[src/rtl/sound_mixer.sv]
// Priority mixer for the sound-effect generators: the lowest-index active
// channel owns the single speaker pin, and its square wave is gated by a PWM volume.
module sound_mixer #(
  parameter int NUM_CH         = 4,
  parameter int SILENCE_CYCLES = 262144
) (
  input  logic              clk,
  input  logic              reset_n,
  input  logic [NUM_CH-1:0] soundIn,
  input  logic [1:0]        volume,
  output logic              speakerOut,
  output logic              busy,
  output logic [1:0]        owner
);

  // One extra bit so the counter can hold SILENCE_CYCLES itself when it is a power of two.
  localparam int CW = $clog2(SILENCE_CYCLES + 1);
  localparam logic [CW-1:0] SIL = CW'(SILENCE_CYCLES);

  typedef enum logic {IDLE, PLAY} state_t;

  state_t            state;
  logic [NUM_CH-1:0] sound_q;
  logic [NUM_CH-1:0] seen;
  logic [NUM_CH-1:0] active;
  logic [CW-1:0]     silence_cnt [NUM_CH];
  logic [7:0]        pwm_cnt;
  logic              gate;
  logic              any_active;
  logic [1:0]        lowest;

  always_comb begin
    for (int i = 0; i < NUM_CH; i++) begin
      active[i] = seen[i] && (silence_cnt[i] < SIL);
    end
  end

  // Scanning from the top down leaves the lowest active index in lowest.
  always_comb begin
    lowest     = 2'd0;
    any_active = |active;
    for (int i = NUM_CH - 1; i >= 0; i--) begin
      if (active[i]) lowest = 2'(i);
    end
  end

  always_comb begin
    gate = 1'b0;
    case (volume)
      2'd0: gate = 1'b0;
      2'd1: gate = (pwm_cnt < 8'd64);
      2'd2: gate = (pwm_cnt < 8'd128);
      2'd3: gate = 1'b1;
      default: gate = 1'b0;
    endcase
  end

  always_ff @(posedge clk) begin
    if (!reset_n) begin
      sound_q <= '0;
      seen    <= '0;
      for (int i = 0; i < NUM_CH; i++) silence_cnt[i] <= SIL;
    end else begin
      sound_q <= soundIn;
      for (int i = 0; i < NUM_CH; i++) begin
        if (soundIn[i] != sound_q[i]) begin
          silence_cnt[i] <= '0;
          seen[i]        <= 1'b1;
        end else if (silence_cnt[i] < SIL) begin
          silence_cnt[i] <= silence_cnt[i] + CW'(1);
        end else begin
          seen[i] <= 1'b0;
        end
      end
    end
  end

  // Preemption is tested before owner loss so a simultaneous handover skips IDLE.
  always_ff @(posedge clk) begin
    if (!reset_n) begin
      state      <= IDLE;
      owner      <= 2'd0;
      speakerOut <= 1'b0;
      pwm_cnt    <= 8'd0;
    end else begin
      pwm_cnt    <= pwm_cnt + 8'd1;
      speakerOut <= (state == PLAY) && sound_q[owner] && gate;
      case (state)
        IDLE: begin
          if (any_active) begin
            owner <= lowest;
            state <= PLAY;
          end
        end
        PLAY: begin
          if (any_active && (lowest < owner)) begin
            owner <= lowest;
          end else if (!active[owner]) begin
            state <= IDLE;
          end
        end
        default: state <= IDLE;
      endcase
    end
  end

  assign busy = (state == PLAY);

endmodule

[config.mk]
export PLATFORM = sky130hd
export DESIGN_NAME = sound_mixer
export DESIGN_NICKNAME = d
export VERILOG_FILES = /design/src/rtl/sound_mixer.sv
export SDC_FILE = /design/constraint.sdc
export NUM_CORES = 1
export LEC_CHECK = 0
export ABC_AREA = 1
export CAP_MARGIN = 20
export CORE_UTILIZATION = 60
export DETAILED_ROUTE_END_ITERATION = 10
export GPL_TIMING_DRIVEN = 1
export HOLD_SLACK_MARGIN = 0.06
export PLACE_DENSITY = 0.77
export SYNTH_ARGS = -nofsm -noshare
export SYNTH_HDL_FRONTEND = slang
export SYNTH_SLANG_ARGS = --single-unit
[constraint.sdc]
create_clock -name clk -period 2.2 [get_ports clk]
set_input_delay 0.44 -clock clk [delete_from_list [all_inputs] [get_ports clk]]
set_output_delay 0.44 -clock clk [all_outputs]
set_load 0.01 [all_outputs]
After elaboration in Yosys (flattened, before gate mapping)
Memory sizes are Yosys's and may differ from the RTL's.
Cells that the tools add are included.
{"block": "word_totals", "register_bits": 20, "inputBits": 8, "n_memories": 1, "word_cells": 116, "out_inout_bits": 4, "ramBits": 76}
{"block": "op_classes", "muxes": 61, "n_lt_le_gt_ge": 8, "n_eq_ne": 13, "addsub": 5, "reduce_logical": 10, "bitwise": 9}
{"name": "silence_cnt", "depth": 4, "word_bits": 19, "read_ports": 4, "rd_ports_with_merged_regs": 0, "write_ports": 4, "line_no": "26", "text": "logic [CW-1:0] silence_cnt [NUM_CH];"}
{"cell": "2-to-1 mux 19 bit", "n": 8}
{"cell": "adder 19 x 1 -> 19 bit (second input constant)", "n": 4}
{"cell": "less-than comparator 19 bit (second input constant)", "n": 4}
{"cell": "2-to-1 mux 1 bit", "n": 42}
{"cell": "2-to-1 mux 2 bit", "n": 6}
{"cell": "adder 8 x 1 -> 8 bit (second input constant)", "n": 1}
{"cell": "less-than comparator 8 x 7 -> 1 bit (second input constant)", "n": 1}
{"cell": "less-than comparator 8 bit (second input constant)", "n": 1}
{"cell": "inequality test 2 x 1 -> 1 bit (second input constant)", "n": 4}
{"cell": "bitwise OR 1 bit", "n": 8}
{"cell": "logical AND 1 bit", "n": 7}
{"cell": "binary-select mux 1 bit (select 2 bit)", "n": 2}
{"cell": "equality test 2 bit (second input constant)", "n": 2}
{"cell": "inequality test 1 bit", "n": 4}
{"cell": "inequality test 2 bit (second input constant)", "n": 2}
{"cell": "case mux 1 bit (4 select lines)", "n": 1}
{"cell": "case mux 2 bit (2 select lines)", "n": 1}
{"cell": "OR reduction 4 bit", "n": 1}
{"cell": "less-than comparator 2 x 3 -> 1 bit (second input constant)", "n": 1}
{"cell": "equality test 2 x 1 -> 1 bit (second input constant)", "n": 1}
{"cell": "zero test 2 bit", "n": 1}
{"cell": "less-than comparator 2 bit", "n": 1}
{"cell": "case mux 1 bit (2 select lines)", "n": 1}
{"cell": "AND reduction 2 bit", "n": 1}
{"cell": "inverter 1 bit", "n": 1}

Logic depth before layout (Yosys ltp)
{"block": "logic_depth", "ltp_word": 10, "depth_mapped": 13, "mapped_depth_nobuf": 13}

Worst setup path before layout
Ideal clock, no wire load.
{"block": "synth_timing", "path_kind": "input to register", "startpoint": "input reset_n", "endpoint": "memory silence_cnt[3][0] (netlist bit), enable pin", "n_path_buf": 2, "t_arrival_ns": 1.387, "t_required_ns": 1.757, "setup_time_ns": 0.443, "stages": 3, "setup_slack_ns": 0.369, "path_cell_list": "buf_2 > buf_1 > nand3_1"}
{"item": "start, declared", "line_no": "8", "text": "input logic reset_n,"}
{"item": "end, declared", "line_no": "26"}

Worst setup path after layout
{"block": "layout_timing", "startpoint": "register owner[0]", "endpoint": "output owner[0]"}
{"item": "start, declared", "line_no": "13", "text": "output logic [1:0] owner"}
{"item": "start signal, assigned", "line_no": "91", "text": "owner <= lowest;"}
{"item": "start signal, assigned", "line_no": "97", "text": "owner <= lowest;"}
No word-level cell between the ends.

==> summary by stage <==
Outcome
The flow ran to the end, and the final reports show no timing, DRC or antenna violations.

Layout
Summing all non-filler instances in the final layout gives an area of 5643 µm². The number of inserted filler cells in the final layout is 634. Once layout is complete, the utilization of the core stands at 0.6868.

In the final layout, the share of cells above drive strength 1 is 0.1351. The count of nets after finishing is 601. The multi-input combinational cells in the finished layout cover a total of 2067 µm².

The number of antenna diodes in the final layout is 0. In the final layout, flip-flops and latches occupy 2683 µm². The area growth from synthesis to layout is 11.11%.

STA
The number of max-slew violations in the final report came to 0. Setup repair after global routing left no endpoint under its margin. The number of hold violations in the final report came to 0. The total negative slack for setup checks is 0 ns. In this run the tightest slew margin relative to its limit is 0.7538. Across the routed clock network, the largest skew measured is 0.01028 ns. Setup violations remaining at the end of the flow were counted as 0. Timing would allow up to 540.9 MHz. The shortest period the worst path allows is 1.849 ns. For the pin with the worst max-slew slack, the measured transition is 0.3659 ns.

The portion of the clock cycle consumed by the worst path in the final layout is 0.8403.

Drt
The via density per instance is 5.270. The routed design has 8889 µm of wire. The post-detailed-route wirelength per cell is 12.75 µm. In this run the remaining antenna-violating nets after routing total 0. The count of vias placed by the detailed router is 3673.

The number of iterations in the first detailed-routing pass is 4. The DRC violation count after routing is 0. The violation count after the first detailed-routing iteration is 162.

Die
The die covers 8836 µm². The overall die width is 94 µm. Row generation in the floorplan step produced 33 rows. The starting density of the core is 0.6181. In this run the count of I/O pins placed on the die edge is 12. The floorplan step defined a core boundary enclosing 8217 µm². The y dimension of the die is 94 µm.

GRT
Across every metal layer, demand over resource in global routing totals 0.2199. For met3 alone, demand over resource in global routing was 0.03883. Entering global routing, the biggest net connects 20 pins.

The initial antenna violation count is 0. The global-route wire length before repair is 15060 µm. In this run the most used layer during global routing was met2. The number of global-route vias before repair is 3470.

For met1 alone, demand over resource in global routing was 0.2750. The total grt overflow is 0. In the global route stage, met2 resource usage came out at 0.3771.

Pwr
The worst-case IR drop observed on VDD is 0.0004604 V. The cell leakage power is 2.248 nW. Summed over all nets, the switching power comes to 949.3 µW.

Dividing total power by cell area gives a power density of 702.6 nW/µm². Of the total power, the clock network draws 0.342. The share of total power consumed by net switching is 0.2394. The share of total power dissipated in sequential elements is 0.563. The final total power is 3.965 mW. The cell internal power dissipation is 3.015 mW.

Of the total power, combinational logic draws 0.096.

Critical path
The endpoint of the worst-slack reg-to-reg timing path is owner[0]. The worst setup path is launched from a register. Data on the critical path is required at its endpoint by 1.76 ns. In this run the worst path has a maximum fanout of 7. On the critical path the largest part of the delay comes from buffers and inverters. The slowest stage of the critical path belongs to the cell sky130_fd_sc_hd__clkdlybuf4s50_1.

The kind of end point of the critical path is an output port. Counting both buffers and inverters, the worst setup path holds a total of 1. The launch point of the worst reg-to-reg path is silence_cnt[3][18]. Across all register-to-register paths, the minimum setup slack is 0.38 ns. For this run, the slowest stage of the critical path takes 0.61 ns. Walking the worst path, the cells encountered are clkdlybuf4s50_1. The number of cells on the worst reg-to-reg path is 12.

The data arrival time of the worst path is 1.41 ns. The startpoint-to-endpoint class of the critical path is register to output port.

Yosys
Among all cell types in the netlist, the one instantiated most often is sky130_fd_sc_hd__nand2_1. By count the netlist is led by sky130_fd_sc_hd__nand2_1 (110), sky130_fd_sc_hd__inv_1 (77), sky130_fd_sc_hd__edfxtp_1 (76). Yosys attributes the largest share of cell area to sky130_fd_sc_hd__edfxtp_1 (45%), sky130_fd_sc_hd__nand2_1 (8.1%), sky130_fd_sc_hd__dfxtp_1 (7.9%). For this run, the register share of the synthesized area comes to 0.5282.

Counting flops with a built-in enable in the synthesized netlist gives 76. The proportion of netlist area held by the largest area contributor is 0.4494. After technology mapping, the gate count stands at 559. The largest area contributor in the netlist is sky130_fd_sc_hd__edfxtp_1.

The total number of yosys warnings is 0. Counting flops with an async set or reset pin after synthesis yields a share of 0. The distinct cell type count after synthesis is 47.

Synthesis inferred 96 register bits. The leading register cell type out of synthesis is sky130_fd_sc_hd__edfxtp_1. The number of nets handed over by synthesis was 573. The average cell area after synthesis is 9.085 µm². The post-synthesis instance area is 5079 µm².

Placed design
The congestion estimate from routability-driven global placement came to 0.8134. The final HPWL from detailed placement is 6497 µm. The count of buffers added on input and output ports is 11.

The total cell area at the placement stage is 5406 µm².

Hold path
The worst hold path begins at pwm_cnt[7]. The worst hold-check path type is register to register. The instance count along the most critical hold path is 2. The path with the worst hold slack has its endpoint at pwm_cnt[7].

Clock tree
The clock slew at the register clock pins of the worst setup and hold paths is 0.09 ns. The count of hold buffers inserted by post-cts repair is 0. TritonCTS built the clock tree. The clock tree synthesis step divided the H-tree into 3 levels. The root buffer cell is sky130_fd_sc_hd__clkbuf_8. The CTS buffer count is 9. In this run the post-CTS setup repair buffer count came out at 0. The number of clock sinks seen by CTS is 96. The quantity of gates resized following cts is 0.

The deepest clock path buffer count is 2. The latest clock arrival within the worst-skew pair is 0.36 ns.

Job
Max-cap violations in this run came to 0.
## per-layer routing
metal	wire length, µm	up-vias
li1	-	1916
met1	4047	1695
met2	4457	49
met3	237	13
met4	147	0
met5	0	-
## cell families after synthesis
family | count (synthesis) | synth area share
simple gates | 264 | 0.2671
flops | 96 | 0.5282
compound gates | 88 | 0.09239
buf+inv | 86 | 0.06480
xor+xnor | 19 | 0.03277
fa+ha+maj | 6 | 0.01478
## registers in the layout, summed over array words and instances, names as in the netlist
register,cells
sound_q,4
silence_cnt,76
pwm_cnt,8
speakerOut,1
seen,4
busy,1
owner,2
## placed cells by master (no fill, tap or decap), types with 4 or more instances in the layout
master	count
sky130_fd_sc_hd__nand2_1	110
sky130_fd_sc_hd__inv_1	77
sky130_fd_sc_hd__edfxtp_1	76
sky130_fd_sc_hd__nor2_1	56
sky130_fd_sc_hd__a21oi_1	49
sky130_fd_sc_hd__o21ai_0	25
sky130_fd_sc_hd__dfxtp_1	20
sky130_fd_sc_hd__nor3_1	19
sky130_fd_sc_hd__nand3_1	17
sky130_fd_sc_hd__nand2_2	11
sky130_fd_sc_hd__xor2_1	11
sky130_fd_sc_hd__nor2_2	11
sky130_fd_sc_hd__clkdlybuf4s50_1	11
sky130_fd_sc_hd__buf_4	10
sky130_fd_sc_hd__nor2_4	9
sky130_fd_sc_hd__clkbuf_8	9
sky130_fd_sc_hd__xnor2_1	8
sky130_fd_sc_hd__nand3_2	6
sky130_fd_sc_hd__ha_1	6
sky130_fd_sc_hd__nand4_1	4
## power by group through the flow
stage          Combinational, mW  Sequential (mW)  Clock [mW]
3_3_place_gp               0.366             2.26           0
5_1_grt                    0.432             2.25        1.45
3_5_place_dp               0.380             2.27           0
4_1_cts                    0.383             2.23        1.38
6_report                   0.379             2.23        1.35
2_1_floorplan              0.262             2.24           0
## cell type report
type	instances	share of cell area
Clock buffer	11	0.02328
Clock inverter	5	0.01863
Inverter	80	0.05322
Multi-Input combinational cell	377	0.3663
Sequential cell	96	0.4754
Tap cell	105	0.02328
Timing Repair Buffer	23	0.03991
## worst max-delay path by stage
| stage | from | to | slack [ns] | cells after the start |
|---|---|---|---|---|
| 5_1_grt | silence_cnt[3][18] | owner[0] | 0.22 | 12 |
| 3_5_place_dp | soundIn[2] | silence_cnt[2][14] | 0.18 | 6 |
| 6_report | owner[0] | owner[0] | 0.35 | 1 |
| 4_1_cts | owner[0] | owner[0] | 0.34 | 1 |
| 3_3_place_gp | soundIn[2] | silence_cnt[2][9] | 0.25 | 6 |
| 2_1_floorplan | reset_n | silence_cnt[3][0] | 0.37 | 3 |
## worst reg2reg max path, delay by kind of cell, from the launching register on
| kind | cells | cell delay (ns) |
|---|---|---|
| compound gates | 1 | 0.05 |
| fa+ha+maj | 1 | 0.27 |
| buf+inv | 2 | 0.14 |
| flops | 1 | 0.43 |
| simple gates | 8 | 0.81 |
## stage by stage
step / hold WS (ns) / cells / worst slack [ns]
2_1_floorplan: 0.4176 / 559 / 0.3693
3_3_place_gp: 0.4322 / 681 / 0.2463
3_5_place_dp: 0.4790 / 681 / 0.1769
4_1_cts: 0.4960 / 697 / 0.3449
5_1_grt: 0.5164 / 697 / 0.2226
6_report: 0.4899 / 697 / 0.3513
Power figures use the tool's default switching activity.
